<file path="config.mk">
export PLATFORM = sky130hd
export DESIGN_NAME = uart_load_ctrl
export DESIGN_NICKNAME = d
export VERILOG_FILES = /design/src/rtl/uart_load_ctrl.sv
export SDC_FILE = /design/constraint.sdc
export NUM_CORES = 1
export LEC_CHECK = 0
export ABC_AREA = 1
export CAP_MARGIN = 20
export CORE_MARGIN = 4
export CORE_UTILIZATION = 55
export DETAILED_ROUTE_END_ITERATION = 16
export PLACE_DENSITY = 0.76
export SYNTH_ARGS = -nofsm -noshare
export SYNTH_HDL_FRONTEND = slang
export SYNTH_SLANG_ARGS = --single-unit
</file>
<file path="constraint.sdc">
create_clock -name sys_clk -period 3.1 [get_ports sys_clk]
set_input_delay 0.62 -clock sys_clk [delete_from_list [all_inputs] [get_ports sys_clk]]
set_output_delay 0.62 -clock sys_clk [all_outputs]
set_load 0.1 [all_outputs]
</file>
<file path="src/rtl/uart_load_ctrl.sv">
// uart_load_ctrl: boot loader sequencer between the UART receiver and the
// program/data memory. Packs received bytes into 32-bit words, writes them to
// consecutive word addresses from 0, holds the CPU while a load is running and
// reports done / error status once the load ends.
module uart_load_ctrl #(
    parameter int ADDR_W      = 14,
    parameter int MAX_WORDS   = 16384,
    parameter int TIMEOUT_CYC = 50_000_000,
    parameter bit BIG_ENDIAN  = 1'b1
) (
    input  logic              sys_clk,
    input  logic              sys_rst_n,
    input  logic              load_en,
    input  logic              rx_done,
    input  logic [7:0]        rx_data,
    output logic              mem_we,
    output logic [ADDR_W-1:0] mem_addr,
    output logic [31:0]       mem_wdata,
    output logic              cpu_hold,
    output logic              load_done,
    output logic              load_err,
    output logic [ADDR_W:0]   word_cnt
);

    // The idle timer only has to reach TIMEOUT_CYC-1, so it needs clog2(TIMEOUT_CYC) bits.
    localparam int              TMR_W    = (TIMEOUT_CYC > 2) ? $clog2(TIMEOUT_CYC) : 1;
    localparam logic [TMR_W-1:0] TMR_LAST = TMR_W'(TIMEOUT_CYC - 1);
    localparam logic [ADDR_W:0]  CNT_MAX  = (ADDR_W + 1)'(MAX_WORDS);

    typedef enum logic [2:0] {
        ST_IDLE,
        ST_RECV,
        ST_WRITE,
        ST_DONE,
        ST_ERROR
    } state_t;

    state_t              r_state;
    state_t              w_nextState;

    logic [1:0]          r_byteIdx;
    logic [31:0]         r_word;
    logic [TMR_W-1:0]    r_timer;
    logic [ADDR_W:0]     r_wordCnt;
    logic                r_memWe;
    logic [ADDR_W-1:0]   r_memAddr;
    logic [31:0]         r_memWdata;
    logic                r_cpuHold;
    logic                r_loadDone;
    logic                r_loadErr;

    logic [1:0]          w_lane;
    logic [31:0]         w_wordNext;
    logic [ADDR_W:0]     w_newCnt;
    logic                w_startLoad;
    logic                w_acceptByte;
    logic                w_commit;
    logic                w_timerClr;
    logic                w_timerInc;

    assign mem_we    = r_memWe;
    assign mem_addr  = r_memAddr;
    assign mem_wdata = r_memWdata;
    assign cpu_hold  = r_cpuHold;
    assign load_done = r_loadDone;
    assign load_err  = r_loadErr;
    assign word_cnt  = r_wordCnt;

    assign w_newCnt  = r_wordCnt + {{ADDR_W{1'b0}}, 1'b1};

    // Word being assembled with the incoming byte dropped into its lane; the lane
    // order reverses between big- and little-endian packing.
    always_comb begin
        w_lane     = BIG_ENDIAN ? (2'd3 - r_byteIdx) : r_byteIdx;
        w_wordNext = r_word;
        w_wordNext[{w_lane, 3'b000} +: 8] = rx_data;
    end

    // State register.
    always_ff @(posedge sys_clk or negedge sys_rst_n) begin
        if (!sys_rst_n) begin
            r_state <= ST_IDLE;
        end else begin
            r_state <= w_nextState;
        end
    end

    // Next-state logic plus the per-cycle datapath controls; dropping load_en
    // always wins so an abort never produces a further write.
    always_comb begin
        w_nextState  = r_state;
        w_startLoad  = 1'b0;
        w_acceptByte = 1'b0;
        w_commit     = 1'b0;
        w_timerClr   = 1'b0;
        w_timerInc   = 1'b0;
        case (r_state)
            ST_IDLE: begin
                if (load_en) begin
                    w_nextState = ST_RECV;
                    w_startLoad = 1'b1;
                end
            end
            ST_RECV: begin
                if (!load_en) begin
                    w_nextState = ST_IDLE;
                end else if (rx_done) begin
                    w_acceptByte = 1'b1;
                    if (r_byteIdx == 2'd3) begin
                        w_nextState = ST_WRITE;
                        w_commit    = 1'b1;
                    end
                end else if ((r_byteIdx == 2'd0) && (r_wordCnt == '0)) begin
                    w_timerClr = 1'b1;
                end else if (r_timer == TMR_LAST) begin
                    w_nextState = (r_byteIdx != 2'd0) ? ST_ERROR : ST_DONE;
                end else begin
                    w_timerInc = 1'b1;
                end
            end
            ST_WRITE: begin
                if (!load_en) begin
                    w_nextState = ST_IDLE;
                end else if (w_newCnt == CNT_MAX) begin
                    w_nextState = ST_DONE;
                end else begin
                    w_nextState = ST_RECV;
                    if (rx_done) begin
                        w_acceptByte = 1'b1;
                    end else begin
                        w_timerInc = 1'b1;
                    end
                end
            end
            ST_DONE: begin
                if (!load_en) begin
                    w_nextState = ST_IDLE;
                end
            end
            ST_ERROR: begin
                if (!load_en) begin
                    w_nextState = ST_IDLE;
                end
            end
            default: begin
                w_nextState = ST_IDLE;
            end
        endcase
    end

    // Datapath and registered outputs; status flags follow the state being entered
    // so they line up with the state register on the same edge.
    always_ff @(posedge sys_clk or negedge sys_rst_n) begin
        if (!sys_rst_n) begin
            r_byteIdx  <= 2'd0;
            r_word     <= 32'd0;
            r_timer    <= '0;
            r_wordCnt  <= '0;
            r_memWe    <= 1'b0;
            r_memAddr  <= '0;
            r_memWdata <= 32'd0;
            r_cpuHold  <= 1'b0;
            r_loadDone <= 1'b0;
            r_loadErr  <= 1'b0;
        end else begin
            r_memWe <= 1'b0;
            if (w_startLoad) begin
                r_wordCnt  <= '0;
                r_byteIdx  <= 2'd0;
                r_timer    <= '0;
                r_loadDone <= 1'b0;
                r_loadErr  <= 1'b0;
            end
            if (w_acceptByte) begin
                r_word    <= w_wordNext;
                r_byteIdx <= r_byteIdx + 2'd1;
                r_timer   <= '0;
            end
            if (w_timerClr) begin
                r_timer <= '0;
            end
            if (w_timerInc) begin
                r_timer <= r_timer + 1'b1;
            end
            if (w_commit) begin
                r_memWe    <= 1'b1;
                r_memAddr  <= r_wordCnt[ADDR_W-1:0];
                r_memWdata <= w_wordNext;
            end
            if (r_state == ST_WRITE) begin
                r_wordCnt <= w_newCnt;
            end
            if (w_nextState == ST_DONE) begin
                r_loadDone <= 1'b1;
            end
            if (w_nextState == ST_ERROR) begin
                r_loadErr <= 1'b1;
            end
            r_cpuHold <= (w_nextState == ST_RECV) || (w_nextState == ST_WRITE) ||
                         (w_nextState == ST_ERROR);
        end
    end

endmodule

</file>
==> results.sh <==
export IMPL_syn_inst=867
export IMPL_syn_avg_cell_area_um2=7.78
export IMPL_fin_setup_tns_ps=0
export IMPL_initial_utilization_pct=56.1
export IMPL_reg2reg_from="word_cnt[0]"
export IMPL_layout_commonest_cell="nand2_1"
export IMPL_vias=5942
export IMPL_p_comb_share_pct=30.6
export IMPL_boundaryPins=77
export IMPL_required_ps=3400
export IMPL_ys_seq_area_share_pct=47.5
export IMPL_synth_area_leaders="dfrtp_1 48%, nand2_1 15%, inv_1 6.4%"
export IMPL_totalWireLength_mm=16.0
export IMPL_syn2layout_area_growth_pct=18.8
export IMPL_finClkSkew_ps=6.85
export IMPL_htreeDepth=4
export IMPL_clkPwrFrac_pct=34.4
export IMPL_dieWidth_um=119
export IMPL_io_buffers=76
export IMPL_clkLatencyLatePin_ps=430
export IMPL_cap_violations=0
export IMPL_p_int_mw=3.70
export IMPL_r2r_cells=15
export IMPL_critPathLaunchType="flop"
export IMPL_grt_max_degree=52
export IMPL_setup_viol=0
export IMPL_syn_area_um2=6740
export IMPL_switching_share_pct=38.0
export IMPL_dieArea_um2=14100
export IMPL_clockBufferDepth=2
export IMPL_async_flop_share_pct=100
export IMPL_preCtsSetupSlack_ps=454
export IMPL_grt_ovfl_total=0
export IMPL_drtAntennaViolNets=0
export IMPL_synth_simple_area_share_pct=29.2
export IMPL_cts_tree="built"
export IMPL_wl_per_cell_um=14.6
export IMPL_relSlewSlack_pct=57.3
export IMPL_vdd_drop_max_mv=0.702
export IMPL_nNetsFinal=959
export IMPL_synthDistinctLibCells=38
export IMPL_r2r_slack_ps=540
export IMPL_drive_gt1_share_pct=16.4
export IMPL_place_gp_congestion=0.922
export IMPL_power_density_nw_per_um2=745
export IMPL_synth_top_family_by_area="simple AND/OR/NAND/NOR gates"
export IMPL_tightest_slew_ps=640
export IMPL_worst_slack_ps=544
export IMPL_hold_viol=0
export IMPL_synth_top_area_cell="dfrtp_1"
export IMPL_yosys_warnings=0
export IMPL_critPathMaxFanout=27
export IMPL_post_route_min_period_ps=2560
export IMPL_antenna_diode_count=0
export IMPL_synth_adder_area_share_pct=1.67
export IMPL_clock_sinks=128
export IMPL_rsz0062_at_grt="false"
export IMPL_synth_edf_count=0
export IMPL_cts_resized=0
export IMPL_worstPathArrival_ps=2860
export IMPL_synth_flop_cell="dfrtp_1"
export IMPL_synth_xor_area_share_pct=0.520
export IMPL_synth_compound_area_share_pct=11.4
export IMPL_status="completed"
export IMPL_slew_viol_final=0
export IMPL_syn_nets=888
export IMPL_reg2reg_to="r_timer[18]"
export IMPL_numCtsBuffers=17
export IMPL_power_leakage_nw=4.04
export IMPL_fin_crit_sh_pct=82.5
export IMPL_ys_ff_latch=128
export IMPL_clkTransAtPathRegs_ps=60
export IMPL_first_pass_iters=7
export IMPL_vias_per_cell=5.41
export IMPL_core_area_um2=12000
export IMPL_grt_pass1_vias=5593
export IMPL_antenna_found_initial=0
export IMPL_layout_common_cells="273 x nand2_1, 128 x dfrtp_1, 114 x inv_1"
export IMPL_holdBufCountCts=0
export IMPL_synth_top_cell_area_share_pct=47.5
export IMPL_hpwl_mm=11.1
export IMPL_timing_fmax_mhz=391
export IMPL_drtIter0Drc=500
export IMPL_critPathCaptureType="flop"
export IMPL_grt_pass1_wl_mm=27.4
export IMPL_synth_area_mux_share_pct=0
export IMPL_rows=40
export IMPL_crit_type="flop to flop"
export IMPL_clockRootBuffer="clkbuf_16"
export IMPL_drc=0
export IMPL_grt_usage_pct=23.9
export IMPL_postCtsSetupBuffers=0
export IMPL_die_h_um=119
export IMPL_p_sw_mw=2.26
export IMPL_hold_class="primary input to async pin"
export IMPL_p_seq_share_pct=35.0
[cell type report]
type | count | area (um^2)
Fill cell | 1042 | 4000
Sequential cell | 128 | 3200
Multi-Input combinational cell | 589 | 2890
Timing Repair Buffer | 84 | 681
Clock buffer | 20 | 447
Inverter | 118 | 447
Tap cell | 147 | 184
Clock inverter | 12 | 156
[kinds of logic (layout without fill, tap and decap cells)]
logic type	after synthesis	in the layout
compound gates	120	120
xor+xnor	4	4
flops	128	128
buf+inv	150	234
simple gates	456	456
fa+ha+maj	9	9
[how the worst max path moves through the flow]
stage                     start           end  slack, ps  depth (start not counted)
floorplan           word_cnt[1]  r_byteIdx[0]        410                         13
global placement        load_en    r_word[14]        520                          7
detailed placement      load_en    r_word[25]        450                          7
CTS                  r_timer[0]   r_timer[18]        530                         10
global route        word_cnt[0]    r_timer[5]        190                         15
finish              word_cnt[0]   r_timer[18]        540                         15
[routing by layer]
metal  global-route usage, %  wire length [um]  vias up
li1                        -                 -     2948
met1                    32.2              7360     2804
met2                    38.1              7600      158
met3                    5.12               746       32
met4                    8.54               294        0
met5                       0                 0        -
[power by group through the flow]
stage	logic [mW]	registers, mW	clock network [mW]
2_1_floorplan	0.872	2.66	0
3_3_place_gp	1.79	2.10	0
3_5_place_dp	1.82	2.11	0
4_1_cts	1.83	2.09	2.07
5_1_grt	1.99	2.12	2.15
6_report	1.83	2.09	2.05
[state kept, by name, indices dropped and copies added (netlist names)]
name	count
mem_wdata	32
r_word	32
r_timer	26
word_cnt	15
mem_addr	14
r_state	3
r_byteIdx	2
cpu_hold	1
load_done	1
load_err	1
mem_we	1
[critical path, cell delays in order (launching register included)]
cell,delay [ps]
dfrtp_1,420
inv_1,150
ha_1,170
inv_1,40
nor2_1,90
nand2_1,60
nor2_1,80
nand2_1,80
nand3_1,130
nand2_1,60
nand2_1,60
nand2_1,50
a21oi_1,230
nand3_2,500
nand3_1,240
nand2_1,70
[cells in the mapped netlist (2+ instances only)]
cell type / count
buf_6: 9
nand4_1: 14
o32ai_1: 8
nor2_2: 3
o21ai_0: 44
o21ai_2: 24
a21oi_1: 5
nor2_1: 53
nand3_1: 82
xor2_1: 4
nor4_1: 4
nand2_2: 3
clkbuf_1: 12
nor3_1: 6
buf_1: 2
buf_2: 8
or2_2: 7
nand3_2: 4
ha_1: 9
o21ai_1: 3
nor2_4: 2
o22ai_1: 31
nor3_2: 2
nand2_1: 273
inv_1: 115
dfrtp_1: 128
[metrics by stage]
stage                     hold slack (ps)  cell area [um^2]  util [%]  power (mW)  instances
after global placement                457              7410      61.7        3.89       1066
after floorplan                       324              6740         -        3.53        867
final                                 212              8010      66.7        5.97       1098
after detailed placement              465              7410      61.7        3.93       1066
after CTS                             232              8010      66.7        5.99       1098
after global routing                  256              8010      66.7        6.26       1098
No activity file was read; power rests on OpenSTA's default activity.
